<file path="src/rtl/mdu_hilo_pkg.sv">
// mdu_hilo_pkg: shared widths, opcodes and FSM state type for the HI/LO multiply/divide unit.
package mdu_hilo_pkg;
    localparam int MDU_DW    = 32;
    localparam int MDU_CNT_W = 6;

    localparam logic [2:0] MDU_MULT  = 3'd1;
    localparam logic [2:0] MDU_MULTU = 3'd2;
    localparam logic [2:0] MDU_DIV   = 3'd3;
    localparam logic [2:0] MDU_DIVU  = 3'd4;
    localparam logic [2:0] MDU_MTHI  = 3'd5;
    localparam logic [2:0] MDU_MTLO  = 3'd6;

    typedef enum logic [1:0] {IDLE, MUL, DIV} state_t;
endpackage

</file>
<file path="src/rtl/mdu_div_core.sv">
// mdu_div_core: iterative unsigned restoring divider, one quotient bit per step.
// quotient/remainder show the result of the step taken at the next edge, so the final values are valid while last is high.
module mdu_div_core
    import mdu_hilo_pkg::*;
#(
    parameter int DW    = MDU_DW,
    parameter int CNT_W = MDU_CNT_W
) (
    input  logic          clock,
    input  logic          reset,
    input  logic          load,
    input  logic [DW-1:0] dividend,
    input  logic [DW-1:0] divisor,
    input  logic          step,
    output logic [DW-1:0] quotient,
    output logic [DW-1:0] remainder,
    output logic          last
);
    logic [DW-1:0]    rem, quo, dvs;
    logic [CNT_W-1:0] cnt;
    logic [DW:0]      shifted, diff;
    logic             ge;

    always_comb begin
        shifted   = {rem, quo[DW-1]};
        diff      = shifted - {1'b0, dvs};
        ge        = !diff[DW];
        remainder = ge ? diff[DW-1:0] : shifted[DW-1:0];
        quotient  = {quo[DW-2:0], ge};
        last      = step && cnt == CNT_W'(DW - 1);
    end

    always_ff @(posedge clock or negedge reset) begin
        if (!reset) begin
            rem <= '0;
            quo <= '0;
            dvs <= '0;
            cnt <= '0;
        end else if (load) begin
            rem <= '0;
            quo <= dividend;
            dvs <= divisor;
            cnt <= '0;
        end else if (step) begin
            rem <= remainder;
            quo <= quotient;
            cnt <= cnt + 1'b1;
        end
    end
endmodule

</file>
<file path="src/rtl/mdu_hilo.sv">
// mdu_hilo: multiply/divide unit owning the architectural HI/LO registers.
// MULT/MULTU take one extra edge, DIV/DIVU take 32 divider steps; divide-by-zero completes immediately.
module mdu_hilo
    import mdu_hilo_pkg::*;
#(
    parameter int DW    = MDU_DW,
    parameter int CNT_W = MDU_CNT_W
) (
    input  logic          clock,
    input  logic          reset,
    input  logic          start,
    input  logic [2:0]    op,
    input  logic [DW-1:0] src_a,
    input  logic [DW-1:0] src_b,
    output logic          busy,
    output logic          done,
    output logic          div_zero,
    output logic [DW-1:0] hi,
    output logic [DW-1:0] lo
);
    state_t          state, state_nx;
    logic            accept, is_mul, is_div, signed_op, load, dz, step, mul_fire, div_fin, last;
    logic            mul_sgn, neg_q, neg_r;
    logic [DW-1:0]   a_r, b_r, div_a, div_b, quo, rem;
    logic [2*DW-1:0] ma, mb, prod;

    always_ff @(posedge clock or negedge reset) begin
        if (!reset) state <= IDLE;
        else        state <= state_nx;
    end

    always_comb begin
        state_nx = state;
        case (state)
            IDLE:    state_nx = (accept && is_mul) ? MUL : load ? DIV : IDLE;
            MUL:     state_nx = IDLE;
            DIV:     state_nx = last ? IDLE : DIV;
            default: state_nx = IDLE;
        endcase
    end

    always_comb begin
        is_mul    = op == MDU_MULT || op == MDU_MULTU;
        is_div    = op == MDU_DIV || op == MDU_DIVU;
        signed_op = op == MDU_MULT || op == MDU_DIV;
        busy      = state != IDLE;
        accept    = start && state == IDLE;
        load      = accept && is_div && src_b != '0;
        dz        = accept && is_div && src_b == '0;
        step      = state == DIV;
        mul_fire  = state == MUL;
        div_fin   = step && last;
    end

    // The divider works on magnitudes; signs are reapplied when the result is committed.
    always_comb begin
        div_a = (signed_op && src_a[DW-1]) ? -src_a : src_a;
        div_b = (signed_op && src_b[DW-1]) ? -src_b : src_b;
        ma    = {{DW{mul_sgn & a_r[DW-1]}}, a_r};
        mb    = {{DW{mul_sgn & b_r[DW-1]}}, b_r};
        prod  = ma * mb;
    end

    mdu_div_core #(.DW(DW), .CNT_W(CNT_W)) u_div (
        .clock     (clock),
        .reset     (reset),
        .load      (load),
        .dividend  (div_a),
        .divisor   (div_b),
        .step      (step),
        .quotient  (quo),
        .remainder (rem),
        .last      (last)
    );

    always_ff @(posedge clock or negedge reset) begin
        if (!reset) begin
            hi       <= '0;
            lo       <= '0;
            done     <= 1'b0;
            div_zero <= 1'b0;
            a_r      <= '0;
            b_r      <= '0;
            mul_sgn  <= 1'b0;
            neg_q    <= 1'b0;
            neg_r    <= 1'b0;
        end else begin
            done     <= mul_fire || div_fin || dz;
            div_zero <= dz;
            if (accept) begin
                a_r     <= src_a;
                b_r     <= src_b;
                mul_sgn <= signed_op;
                neg_q   <= signed_op && (src_a[DW-1] ^ src_b[DW-1]);
                neg_r   <= signed_op && src_a[DW-1];
            end
            if (mul_fire) begin
                {hi, lo} <= prod;
            end else if (div_fin) begin
                lo <= neg_q ? -quo : quo;
                hi <= neg_r ? -rem : rem;
            end else if (accept && op == MDU_MTHI) begin
                hi <= src_a;
            end else if (accept && op == MDU_MTLO) begin
                lo <= src_a;
            end
        end
    end
endmodule

</file>
<file path="config.mk">
export PLATFORM = sky130hd
export DESIGN_NAME = mdu_hilo
export DESIGN_NICKNAME = d
export VERILOG_FILES = /design/src/rtl/mdu_hilo_pkg.sv /design/src/rtl/mdu_div_core.sv /design/src/rtl/mdu_hilo.sv
export SDC_FILE = /design/constraint.sdc
export NUM_CORES = 2
export LEC_CHECK = 0
export BUFFER_PORTS_ARGS = -buffer_cell sky130_fd_sc_hd__buf_2
export CORE_UTILIZATION = 45
export CTS_CLUSTER_SIZE = 28
export DETAILED_ROUTE_END_ITERATION = 10
export PLACE_DENSITY_LB_ADDON = 0.3
export RECOVER_POWER = 50
export SKIP_CTS_REPAIR_TIMING = 1
export SYNTH_ARGS = -nofsm -noshare
export SYNTH_HDL_FRONTEND = slang
export SYNTH_SLANG_ARGS = --single-unit
</file>
<file path="constraint.sdc">
create_clock -name clock -period 7.35 [get_ports clock]
set_clock_uncertainty 0.15 [all_clocks]
set_input_delay 1.47 -clock clock [delete_from_list [all_inputs] [get_ports clock]]
set_output_delay 1.47 -clock clock [all_outputs]
set_load 0.05 [all_outputs]
</file>
# ---- Yosys cells after proc, flatten, opt, wreduce, memory -nomap -nowiden
# Index checks and enable logic that the tools add are counted.
dict set report totals {
  register_bits 237
  latch_bits 0
  mem_bits_rw 0
  rom_bits 0
  in_bits 70
  out_inout_bits 67
  elab_cells 82
  memories 0
}
dict set report classes {
  add_sub_neg 6
  n_mul 1
  div 0
  order_cmp 0
  eq_ne 10
  shifts 0
  mux 22
  bitwise_logic 3
  n_reduce_logical 26
}
# cell n
set op_table {}
lappend op_table {{32-bit 2-to-1 mux} 16}
lappend op_table {{32-bit negation} 4}
lappend op_table {{33-bit by 33-bit multiplier with 64-bit output} 1}
lappend op_table {{33-bit by 32-bit subtractor with 33-bit output} 1}
lappend op_table {{32-bit logical NOT} 1}
lappend op_table {{32-bit nonzero test} 1}
lappend op_table {{1-bit logical AND} 12}
lappend op_table {{6-bit 2-to-1 mux} 2}
lappend op_table {{3-bit equality test, second input constant} 3}
lappend op_table {{6-bit by 1-bit adder with 6-bit output, second input constant} 1}
lappend op_table {{3-bit by 2-bit equality test with 1-bit output, second input constant} 2}
lappend op_table {{6-bit by 5-bit equality test with 1-bit output, second input constant} 1}
lappend op_table {{2-bit 2-to-1 mux} 3}
lappend op_table {{3-bit nonzero test} 2}
lappend op_table {{1-bit logical OR} 5}
lappend op_table {{2-bit case mux with 2 select lines} 1}
lappend op_table {{2-bit nonzero test} 2}
lappend op_table {{3-bit by 1-bit equality test with 1-bit output, second input constant} 1}
lappend op_table {{3-bit inequality test, second input constant} 1}
lappend op_table {{1-bit AND} 2}
lappend op_table {{2-bit by 1-bit equality test with 1-bit output, second input constant} 1}
lappend op_table {{2-bit equality test, second input constant} 1}
lappend op_table {{2-bit logical NOT} 1}
lappend op_table {{2-bit AND reduction} 1}
lappend op_table {{2 further kinds} 2}

# ---- Longest topological paths before layout
dict set report logic_depth {
  depth_word 7
  ltp_mapped 32
}

# ---- By module
# A second synthesis with hierarchy kept.
dict set report unflattened {
  cells_unflattened 6079
  area_unflattened_um2 53271.1
}
# module instances cells_per_inst area_per_inst_um2
set by_module_without_submodules {}
lappend by_module_without_submodules {mdu_hilo 1 5289 46467.1}
lappend by_module_without_submodules {mdu_div_core 1 790 6804.0}

# ---- Worst setup path before layout
# No wires, ideal clock.
dict set report synth_path {
  kind {flip-flop to flip-flop}
  from {register a_r[31]}
  to {register hi[31]}
  setup_ns 0.077
  t_arrival_ns 7.911
  path_slack_ns -0.788
  stages_incl_launch_ff 29
  path_buffers 2
  synth_period_minus_slack_ns 8.138
  cell_sequence {dfrtp_1 > clkbuf_1 > and2_1 > clkbuf_1 > nand2_1 > inv_1 > fa_1 > inv_1 > fa_1 > inv_1 > fa_1 > inv_1 > fa_1 > fa_1 > fa_1 > fa_1 > fa_1 > inv_1 > ha_1 > and2_1 > nand3_1 > or3_1 > nor4_1 > o31ai_1 > a31oi_1 > o22ai_1 > xnor2_1 > a32o_1 > a21oi_1}
}
dict set report synth_between {
  elab_chain_len 3
}
# item line_no
set synth_lines {}
lappend synth_lines {{from (decl)} mdu_hilo.sv:24} ;# logic [DW-1:0] a_r, b_r, div_a, div_b, quo, rem;
lappend synth_lines {{from (signal assigned)} mdu_hilo.sv:91} ;# a_r <= src_a;
lappend synth_lines {{1-bit AND} mdu_hilo.sv:59} ;# ma = {{DW{mul_sgn & a_r[DW-1]}}, a_r};
lappend synth_lines {{33-bit by 33-bit multiplier with 64-bit output *} mdu_hilo.sv:61} ;# prod = ma * mb;
lappend synth_lines {{32-bit 2-to-1 mux *} mdu_hilo.sv:97} ;# if (mul_fire) begin
lappend synth_lines {{to (signal assigned)} mdu_hilo.sv:98} ;# {hi, lo} <= prod;
lappend synth_lines {{to (signal assigned)} mdu_hilo.sv:101} ;# hi <= neg_r ? -rem : rem;
lappend synth_lines {{to (signal assigned)} mdu_hilo.sv:103} ;# hi <= src_a;
lappend synth_lines {{to (decl)} mdu_hilo.sv:18} ;# output logic [DW-1:0] hi,
# Every way passes the cells marked *; elsewhere a longest branch is shown, timed or not.
# A chain may end at the register's enable or synchronous reset.

# ---- Worst setup path in the final report
dict set report layout_path {
  from {register b_r[2]}
  to {register hi[31]}
}
dict set report layout_between {
  elab_chain_len 2
}
# item line_no
set layout_lines {}
lappend layout_lines {{from (decl)} mdu_hilo.sv:24}
lappend layout_lines {{from (signal assigned)} mdu_hilo.sv:92} ;# b_r <= src_b;
lappend layout_lines {{33-bit by 33-bit multiplier with 64-bit output} mdu_hilo.sv:61}
lappend layout_lines {{32-bit 2-to-1 mux} mdu_hilo.sv:97}
# No other way between the ends.

==> results.tsv <==
metric	value	unit
dpl.hpwl	136000	um
finalSetupViolCount	40	
die_area	120000	um2
async_flop_share	1.00	
synth-compound-area-share	0.0916	
grt_max_degree	148	
row_count	125	
synth_edf_count	0	
fin_crit_sh	1.11	
worstSetupEndpointType	register	
finalWorstSetupSlack	-780	ps
synth-main-ff-cell	dfrtp_1	
violations	max-capacitance violations, max-slew violations, negative setup slack	
cts_max_path_buffers	3	
routed_wl	165000	um
cts_tree	yes	
avgViaCountPerCell	5.43	
post_drt_wl_per_cell	20.7	um
cp_max_fo	8	
ys_warn_count	0	
final_cell_mix	inv_1, fa_1, nand2_1, buf_4, and2_1	
synth_area	53300	um2
dr.first_iter.drc_count	3362	
die_h	346	um
grt_pass1_vias	45100	
maxCapViolCount	3	
io_buffers	136	
coreArea	117000	um2
clk_latency	610	ps
startpoint_type	register	
yosysTopAreaCellShare	0.423	
synth_fa_ha_area_frac	0.482	
drc	0	
cts_buffers	29	
drtPass1Iterations	6	
clk_pin_slew_worst_paths	60	ps
finalHoldViolations	0	
worst_slew_pin_slew	5420	ps
ys_top_cells_by_area	fa_1, dfrtp_1, inv_1, nand2_1, ha_1	
gp_congestion	0.966	
synth_top_family_by_area	adder cells	
seq_area_frac_synth	0.111	
critPathMaxStageDelay	580	ps
slowest_stage	fa_1	
antenna_found_initial	8	
cts-htree-levels	1	
dieWidth	346	um
synthMuxAreaShare	0.00611	
final_area	62200	um2
io_pins	137	
ant_nets	0	
timing.slew.headroom	-2.61	
hold_class	reg2reg	
gr-total-overflow	0	
syn2layout_area_growth	16.8	%
synthDistinctLibCells	87	
grt_pass1_wl	258000	um
synth_xor_area_frac	0.0340	
start_util	0.456	
vias	43300	
final_nets	7877	
root_buffer	clkbuf_16	
postPlaceCellArea	59500	um2
synth_top_area_cell	fa_1	
layout_commonest_cell	inv_1	
synth_nets	7511	
ys_seq_elements	237	
clock_sinks	237	
critical_path_required	7730	ps
drive_gt1_frac	0.155	
maxSlewViolCount	249	
status	finished, violations left	
yosys.area_share.simple	0.168	
syn_area_per_cell	8.78	um2
max_freq	123	MHz
synthCells	6066	
track_usage	0.276	
fin_crit	8130	ps
rsz0062_at_grt	yes	
arrival	8510	ps
path_class	reg2reg	
-- Yosys cell counts (all sizes together) (40+ instances only) --
cell,count
xnor2,110
nand3,70
clkbuf,322
inv,1181
and3,46
a21oi,169
nor3,40
fa,1126
dfrtp,237
xor2,97
nor2,174
and2,369
nand2,1091
ha,249
o21ai,232
a21o,65
-- layer usage --
layer / GRT usage / wire length, um / up-vias
met3: 0.0370 / 10800 / 269
li1: - / - / 19200
met5: 0 / 42 / -
met4: 0.0911 / 6180 / 6
met1: 0.377 / 69000 / 22400
met2: 0.453 / 78800 / 1446
-- flip-flops by register name, indices dropped and copies added, names as in the netlist --
| register | cells |
|---|---|
| u_div.rem | 32 |
| u_div.cnt | 6 |
| lo | 32 |
| neg_q | 1 |
| done | 1 |
| u_div.quo | 32 |
| mul_sgn | 1 |
| a_r | 32 |
| b_r | 32 |
| hi | 32 |
| neg_r | 1 |
| state | 2 |
| div_zero | 1 |
| u_div.dvs | 32 |
-- stage by stage --
stage,setup slack (ps),setup TNS (ps),instances,utilization,hold WS [ps]
floorplan,-283,-1300,6066,-,306
global placement,-854,-17900,7868,0.509,313
detailed placement,-893,-20260,7868,0.509,323
CTS,-928,-21500,7918,0.518,338
global route,-956,-32540,7977,0.533,352
finish,-780,-19240,7981,0.533,336
-- area by class of cell --
cell class,instances,area (um2)
Fill cell,10600,54600
Multi-Input combinational cell,4307,42900
Timing Repair Buffer,675,5970
Sequential cell,237,5940
Inverter,1182,4450
Tap cell,1524,1910
Clock buffer,37,806
Clock inverter,13,225
Antenna cell,6,15.0
-- worst max-delay path, delay by kind of cell, from the launching register on --
| family | cells | cell delay (ps) |
|---|---|---|
| XOR/XNOR | 1 | 140 |
| flip-flops | 1 | 420 |
| buffers and inverters | 10 | 1100 |
| AND/OR/NAND/NOR | 5 | 1150 |
| AO/OA/AOI/OAI | 5 | 700 |
| adder cells (fa/ha/maj) | 9 | 4410 |
-- kinds of logic after synthesis --
family                   Yosys count
AND/OR/NAND/NOR                 1937
AO/OA/AOI/OAI                    756
adder cells (fa/ha/maj)         1375
flip-flops                       237
buffers and inverters           1522
XOR/XNOR                         207
multiplexers                      32
-- worst paths after layout --
path | from | end | slack [ps] | cells past startpoint
setup / recovery | b_r[2] | hi[31] | -780 | 30
hold / removal | lo[0] | lo[0] | 340 | 2
setup reg to reg | b_r[2] | hi[31] | -780 | 30
hold reg to reg | lo[0] | lo[0] | 340 | 2
max in group asynchronous | reset | a_r[14] | 860 | 2
min in group asynchronous | reset | u_div.dvs[16] | 2690 | 1
Power is not shown: default switching activity piles up to over one toggle a cycle in this logic, so the estimate is an artifact.
